<file path="src/rtl/multi_digit_led_scanner_pkg.sv">
`default_nettype none
// +--------------------------------------------------------------------------+
// | multi_digit_led_scanner_pkg: segment table, display phase, width helper   |
// | Revision: 1.0                                                            |
// +--------------------------------------------------------------------------+
package multi_digit_led_scanner_pkg;

  // Active-low {a,b,c,d,e,f,g}
  localparam logic [6:0] SEG_BLANK = 7'h7F;
  localparam logic [6:0] SEG_0 = 7'b0000001;
  localparam logic [6:0] SEG_1 = 7'b1001111;
  localparam logic [6:0] SEG_2 = 7'b0010010;
  localparam logic [6:0] SEG_3 = 7'b0000110;
  localparam logic [6:0] SEG_4 = 7'b1001100;
  localparam logic [6:0] SEG_5 = 7'b0100100;
  localparam logic [6:0] SEG_6 = 7'b0100000;
  localparam logic [6:0] SEG_7 = 7'b0001111;
  localparam logic [6:0] SEG_8 = 7'b0000000;
  localparam logic [6:0] SEG_9 = 7'b0000100;
  localparam logic [6:0] SEG_A = 7'b0001000;
  localparam logic [6:0] SEG_B = 7'b1100000;
  localparam logic [6:0] SEG_C = 7'b0110001;
  localparam logic [6:0] SEG_D = 7'b1000010;
  localparam logic [6:0] SEG_E = 7'b0110000;
  localparam logic [6:0] SEG_F = 7'b0111000;

  localparam logic [15:0][6:0] SEG_TABLE = {
    SEG_F, SEG_E, SEG_D, SEG_C, SEG_B, SEG_A, SEG_9, SEG_8,
    SEG_7, SEG_6, SEG_5, SEG_4, SEG_3, SEG_2, SEG_1, SEG_0
  };

  typedef enum logic {
    PH_DEAD = 1'b0,
    PH_SHOW = 1'b1
  } phase_e;

  // Counter width for a modulus n, never narrower than one bit.
  function automatic int width_of(input int n);
    return (n < 2) ? 1 : $clog2(n);
  endfunction

endpackage
`default_nettype wire

</file>
<file path="src/rtl/multi_digit_led_scanner_seg7_hex_decode.sv">
`default_nettype none
// +--------------------------------------------------------------------------+
// | seg7_hex_decode: combinational hex nibble to active-low 7-segment        |
// | Revision: 1.0                                                            |
// +--------------------------------------------------------------------------+
module seg7_hex_decode
  import multi_digit_led_scanner_pkg::*;
(
  input  logic [3:0] nibble,
  output logic [6:0] seg
);

  assign seg = SEG_TABLE[nibble];

endmodule
`default_nettype wire

</file>
<file path="src/rtl/multi_digit_led_scanner.sv">
`default_nettype none
// +--------------------------------------------------------------------------+
// | multi_digit_led_scanner: N-digit multiplexed 7-seg driver, frame-synced  |
// | data updates, dead time, blanking and decimal points. Revision: 1.0      |
// +--------------------------------------------------------------------------+
module multi_digit_led_scanner
  import multi_digit_led_scanner_pkg::*;
#(
  parameter int NUM_DIGITS  = 4,
  parameter int PRESCALE    = 16,
  parameter int DEAD_CYCLES = 1
) (
  input  logic                    clk,
  input  logic                    reset,
  input  logic [4*NUM_DIGITS-1:0] digit_data,
  input  logic [NUM_DIGITS-1:0]   dp_in,
  input  logic [NUM_DIGITS-1:0]   blank_mask,
  input  logic                    load,
  output logic                    update_pending,
  output logic                    frame_tick,
  output logic [NUM_DIGITS-1:0]   an,
  output logic [6:0]              seg,
  output logic                    dp
);

  localparam int CNT_W  = width_of(PRESCALE);
  localparam int SLOT_W = width_of(NUM_DIGITS);
  localparam logic [CNT_W-1:0]  CNT_LAST  = CNT_W'(PRESCALE - 1);
  localparam logic [SLOT_W-1:0] SLOT_LAST = SLOT_W'(NUM_DIGITS - 1);

  logic [CNT_W-1:0]        cnt, cnt_nxt;
  logic [SLOT_W-1:0]       slot, slot_nxt;
  logic                    boundary;

  logic [4*NUM_DIGITS-1:0] sh_data, disp_data;
  logic [NUM_DIGITS-1:0]   sh_dp, disp_dp;
  logic [NUM_DIGITS-1:0]   sh_blank, disp_blank;

  logic [3:0]              cur_nib;
  logic                    cur_dp;
  logic                    cur_blank;
  logic                    in_dead;
  phase_e                  phase;
  logic [6:0]              dec_seg;

  logic [NUM_DIGITS-1:0]   an_nxt;
  logic [6:0]              seg_nxt;
  logic                    dp_nxt;

  // Slot sequencer: state register
  always_ff @(posedge clk) begin
    if (!reset) begin
      cnt  <= '0;
      slot <= '0;
    end else begin
      cnt  <= cnt_nxt;
      slot <= slot_nxt;
    end
  end

  // Slot sequencer: next state; the last cycle of the last slot is the frame boundary
  always_comb begin
    cnt_nxt  = cnt + 1'b1;
    slot_nxt = slot;
    boundary = 1'b0;
    if (cnt == CNT_LAST) begin
      cnt_nxt = '0;
      if (slot == SLOT_LAST) begin
        slot_nxt = '0;
        boundary = 1'b1;
      end else begin
        slot_nxt = slot + 1'b1;
      end
    end
  end

  generate
    if (DEAD_CYCLES == 0) begin : g_no_dead
      assign in_dead = 1'b0;
    end else begin : g_dead
      assign in_dead = (cnt < CNT_W'(DEAD_CYCLES));
    end
  endgenerate

  always_comb begin
    cur_nib   = '0;
    cur_dp    = 1'b0;
    cur_blank = 1'b0;
    for (int i = 0; i < NUM_DIGITS; i++) begin
      if (slot == SLOT_W'(i)) begin
        cur_nib   = disp_data[4*i +: 4];
        cur_dp    = disp_dp[i];
        cur_blank = disp_blank[i];
      end
    end
  end

  seg7_hex_decode u_decode (
    .nibble (cur_nib),
    .seg    (dec_seg)
  );

  always_comb begin
    phase   = (in_dead || cur_blank) ? PH_DEAD : PH_SHOW;
    an_nxt  = '1;
    seg_nxt = SEG_BLANK;
    dp_nxt  = 1'b1;
    if (phase == PH_SHOW) begin
      for (int i = 0; i < NUM_DIGITS; i++) begin
        an_nxt[i] = (slot != SLOT_W'(i));
      end
      seg_nxt = dec_seg;
      dp_nxt  = ~cur_dp;
    end
  end

  always_ff @(posedge clk) begin
    if (!reset) begin
      an         <= '1;
      seg        <= SEG_BLANK;
      dp         <= 1'b1;
      frame_tick <= 1'b0;
    end else begin
      an         <= an_nxt;
      seg        <= seg_nxt;
      dp         <= dp_nxt;
      frame_tick <= boundary;
    end
  end

  // A load on the boundary edge bypasses the shadow so it is never a frame late
  always_ff @(posedge clk) begin
    if (!reset) begin
      sh_data        <= '0;
      sh_dp          <= '0;
      sh_blank       <= '0;
      disp_data      <= '0;
      disp_dp        <= '0;
      disp_blank     <= '0;
      update_pending <= 1'b0;
    end else begin
      if (load) begin
        sh_data  <= digit_data;
        sh_dp    <= dp_in;
        sh_blank <= blank_mask;
      end
      if (boundary) begin
        update_pending <= 1'b0;
        if (load) begin
          disp_data  <= digit_data;
          disp_dp    <= dp_in;
          disp_blank <= blank_mask;
        end else if (update_pending) begin
          disp_data  <= sh_data;
          disp_dp    <= sh_dp;
          disp_blank <= sh_blank;
        end
      end else if (load) begin
        update_pending <= 1'b1;
      end
    end
  end

endmodule
`default_nettype wire

</file>
<file path="config.mk">
export PLATFORM = sky130hd
export DESIGN_NAME = multi_digit_led_scanner
export DESIGN_NICKNAME = d
export VERILOG_FILES = /design/src/rtl/multi_digit_led_scanner_pkg.sv /design/src/rtl/multi_digit_led_scanner_seg7_hex_decode.sv /design/src/rtl/multi_digit_led_scanner.sv
export SDC_FILE = /design/constraint.sdc
export NUM_CORES = 1
export LEC_CHECK = 0
export CAP_MARGIN = 20
export CORE_MARGIN = 4
export CORE_UTILIZATION = 58
export CTS_CLUSTER_DIAMETER = 80
export DETAILED_ROUTE_END_ITERATION = 8
export PLACE_DENSITY = 0.84
export SKIP_CTS_REPAIR_TIMING = 1
export SYNTH_ARGS = -nofsm -noshare
export SYNTH_HDL_FRONTEND = slang
export SYNTH_SLANG_ARGS = --single-unit
</file>
<file path="constraint.sdc">
create_clock -name clk -period 6.9 [get_ports clk]
set_clock_uncertainty 0.15 [all_clocks]
set_input_delay 1.38 -clock clk [delete_from_list [all_inputs] [get_ports clk]]
set_output_delay 1.38 -clock clk [all_outputs]
set_load 0.01 [all_outputs]
</file>
Word level (Yosys, flattened, before mapping). Memories as Yosys holds them, arrays and structs flattened. A register that Yosys moved wholly into a read port is not among the register bits. Index checks and enable logic that the tools add are counted. Widths: inputs -> output; s select.

Register bits after elaboration: 61. ROM bits: 112. Bits of input ports: 27. Output and inout bits: 14. Memories: 1.

Add/subtract/negate cells: 2. Order comparisons: 1. Eq/ne operators: 7. Multiplexer cells: 21. Bitwise logic cells: 2. Reduce and logical (&&, ||, !) cells: 8.

Memories: (no name shown) (depth 16, bits a word 7, read ports 1, clocked after Yosys merged registers in 1, write ports 0, line multi_digit_led_scanner_seg7_hex_decode.sv:13) `assign seg = SEG_TABLE[nibble];`.

Operators by type and width (number): $mux 16 (2); $mux 4 (8); $mux 1 (10); $reduce_or 2->1 (3); $add 4x1->4 const B (1); $eq 2x2->1 const B (2); $eq 4x4->1 const B (1); $lt 4x1->1 const B (1); $ne 2x2->1 const B (2); $reduce_bool 2->1 (2); $add 2x1->2 const B (1); $eq 2x1->1 const B (1); $logic_not 2->1 (1); $mux 2 (1); $ne 2x1->1 const B (1); $not 1->1 (2); $reduce_and 2->1 (1); $logic_or 1x1->1 (1).

Depth between registers and ports, before layout.
Depth after elaboration: 7. Gate-level depth with buffers: 11. Depth with buffers taken out: 10.

Modules after synthesis. From an unflattened synthesis, not the netlist that was laid out.

Cells, all modules: 296. Area, all modules: 3064.2 um^2.

Modules (own cells, without submodules): multi_digit_led_scanner (times used 1, cells an instance 264, area each 2788.9 um^2, sequential area each 1361.3 um^2); seg7_hex_decode (times used 1, cells an instance 32, area each 275.3 um^2, sequential area each 0.0 um^2).

Worst setup path after synthesis. No wires, ideal clock.

Path kind: input-to-reg. Start point: in load. End point: reg disp_blank[3]. Library setup time: 0.116 ns. Arrival: 2.296 ns. Path slack: 4.337 ns. Stages on the path: 5. Path through: buf_2 o211a_1 buf_2 buf_2 o211a_1.

Cells in the longest elaborated chain, start to end: 2. Elaborated cells between the ends (all ways): 3. Classes of those cells: 1 x mux; 2 x reduce/logical.

RTL lines: start: declaration (line multi_digit_led_scanner.sv:18) `input logic load,`; $reduce_bool 2->1 (no line); $reduce_and 2->1 (no line); end signal: assignment (line multi_digit_led_scanner.sv:152) `disp_blank <= blank_mask;`; end signal: assignment (line multi_digit_led_scanner.sv:156) `disp_blank <= sh_blank;`; end: declaration (line multi_digit_led_scanner.sv:37) `logic [NUM_DIGITS-1:0] sh_blank, disp_blank;`.

Several ways; a longest one is shown, not always the timed one. A chain may end at the register's enable or synchronous reset.

Worst setup path after layout.
Start point: in reset. End point: reg seg[3].

Cells in the longest elaborated chain, start to end: 2.

RTL lines: start: declaration (line multi_digit_led_scanner.sv:14) `input logic reset,`; $not 1->1 (no line); $reduce_or 2->1 (no line); end: declaration (line multi_digit_led_scanner.sv:22) `output logic [6:0] seg,`.

Every way passes these cells.

==> run_results.csv <==
group,metric,value,unit
outcome,outcome,"complete, no violations",
setup_path,worstRegToRegCells,8,
min_path,worstHoldPathCells,1,
final_layout,fin_nets,363,
setup_path,critPathArrivalTime,3150,ps
final_layout,seqCellArea,0.001361,sq mm
min_path,holdCritStartpoint,"disp_data[7]",
synth,synth_cell_types,48,
setup_path,r2r-end,"seg[1]",
power,ir_drop,0.0001800,V
synth,async_reset_ff_share,0,%
timing,period_share,45.03,%
timing,drv_slew,0,
detailed_routing,ant_nets,0,
min_path,whs_endpoint,"disp_data[7]",
synth,ys_seq_area_share,45.85,%
detailed_routing,drt-met1-wl,2475,microns
cts,clk_pin_slew,70,ps
cts,cts_max_level,3,
placed_design,place_area,0.003367,sq mm
detailed_routing,drt_iter0_drc,59,
setup_path,critPathLaunch,"reset",
setup_path,required,6950,ps
synth,synth-seq-cells,68,
cts,clk_path_buf_depth,2,
synth,synth_edf_count,0,
timing,worst_slew_pin_slew,870.3,ps
final_layout,multi_input_area,0.001449,sq mm
timing,slew_headroom,41.98,%
cts,cts_made_buffers,9,
detailed_routing,num_vias,2124,
synth,syn_area,0.002969,sq mm
timing,final_hold_viol_count,0,
detailed_routing,drc_errors,0,
power,leakage,1.700,nW
power,power,0.8296,mW
timing,max_freq,321.9,MHz
floorplan,start_util,61.24,%
final_layout,drive_above_1_share,8.511,%
synth,synth_nets,328,
floorplan,die_area,0.006328,sq mm
placed_design,dp.cells,380,
global_route,antenna_found_initial,0,
placed_design,dp.final_hpwl,3677,microns
run,maxCapViolCount,0,
floorplan,core,0.004848,sq mm
global_route,grt_pass1_wl,9101,microns
setup_path,critPathLaunchType,"input pin",
floorplan,row_count,25,
detailed_routing,wire_per_inst,13.55,microns
timing,finalSetupTns,0,ps
floorplan,dieHeight,79.55,microns
synth,postSynthAreaPerCell,10.27,sq um
setup_path,rr_startpoint,"slot[0]",
cts,insertion_delay,340,ps
final_layout,final_area,0.003585,sq mm
setup_path,reg2reg_slack,3890,ps
global_route,grt_max_degree,58,
power,p_per_area,231.4,mW/mm^2
final_layout,final_cell_mix,"68 x dfxtp_1, 40 x nand2_1, 40 x clkdlybuf4s50_1, 27 x mux2i_1, 25 x o211a_1",
min_path,hp-class,"reg2reg",
final_layout,nFillCells,362,
cts,cts_sinks,68,
global_route,grt-ovfl-total,0,
timing,period_needed,3107,ps
timing,setup_viol,0,
setup_path,crit_fanout,57,
detailed_routing,top_layer,"met4",
synth,synth_cells,289,
cts,cts.root.buffer_cell,"clkbuf_8",
floorplan,io_pins,41,
placed_design,gp_congestion,0.8182,
floorplan,fp.dieW,79.55,microns
detailed_routing,dr_wl_met2,2508,microns
placed_design,numPortBuffers,40,
setup_path,critPathCaptureType,"flip-flop",
final_layout,fin_util,73.94,%
synth,ys.flop_type,"dfxtp_1",
detailed_routing,vias_per_cell,5.364,
final_layout,diodes,0,
detailed_routing,wl_met3,272,microns
timing,rsz0062_at_grt,"false",
final_layout,stdcell_count,396,
final_layout,final_common_cell,"dfxtp_1",
final_layout,area_growth,20.73,%
synth,ys_warn_count,0,
global_route,grt_pass1_vias,1974,
setup_path,crit_type,"in2reg",
global_route,grt_usage,18.85,%
cts,cts_tree,"done",
detailed_routing,dr.pass1.iters,4,
detailed_routing,wirelength,5366,microns
-- through the flow --
| step | setup slack, ps | hold WS, ps |
|---|---|---|
| after floorplan | 4338 | 313.4 |
| after global placement | 3475 | 325.4 |
| after detailed placement | 3433 | 335.5 |
| after CTS | 3790 | 350.6 |
| after global routing | 3581 | 379.1 |
| final | 3793 | 348.7 |
-- layer usage --
layer	up-vias	global-route usage [%]
met5	-	0
met4	0	11.00
met3	13	5.079
met2	51	28.80
met1	979	23.76
li1	1081	-
-- kinds of logic (layout without fill, tap and decap cells) --
group	after synthesis	count (layout)	share of synthesized area [%]
xor+xnor	1	1	0.2950
flops	68	68	45.85
mux	29	29	9.861
compound gates	58	58	16.94
fa+ha+maj	12	12	5.057
buf+inv	32	72	5.351
simple gates	89	89	16.65
-- worst max-delay path by stage --
stage                     to  slack, ps  depth (start not counted)
2_1_floorplan  disp_blank[3]       4340                          5
3_3_place_gp          seg[3]       3470                          6
3_5_place_dp          seg[3]       3430                          6
4_1_cts               seg[3]       3790                          6
5_1_grt               seg[1]       3580                          8
6_report              seg[3]       3790                          6
-- critical path: stages --
cell             delay, ps
clkdlybuf4s50_1        450
buf_4                  410
o31ai_1                230
a211oi_4               430
o21a_1                 190
a32oi_1                 40
-- sequential cells by signal (all words and copies together) (netlist names) --
signal	flops
sh_blank	4
slot	2
cnt	4
disp_data	16
sh_data	16
an	4
disp_blank	4
update_pending	1
frame_tick	1
sh_dp	4
seg	7
dp	1
disp_dp	4
-- synthesized netlist by cell type (all sizes together) (3+ instances only) --
cell type / count / area share (%)
dfxtp: 68 / 46
nand2: 40 / 5.1
mux2i: 27 / 9.1
nor2b: 25 / 5.4
o211a: 25 / 8.4
buf: 12 / 2.8
ha: 12 / 5.1
inv: 12 / 1.5
clkbuf: 8 / 1.0
a21oi: 7 / 1.2
nand3b: 6 / 1.6
o21ai: 5 / 0.84
and3: 4 / 0.84
o211ai: 4 / 1.0
nor3b: 3 / 0.93
-- power breakdown --
group / total [mW] / switching [mW] / internal, mW
Clock: 0.354 / 0.141 / 0.213
Sequential: 0.411 / 0.00464 / 0.407
Combinational: 0.0636 / 0.0270 / 0.0366
-- final cells by class --
cell class | count | area share (%)
inverters | 12 | 1.257
multi-input cells | 189 | 40.42
well taps | 67 | 2.339
flip-flops and latches | 68 | 37.98
clock buffers | 12 | 4.049
repair buffers | 44 | 11.94
clock inverters | 4 | 2.024
(Power assumes the default switching activity.)
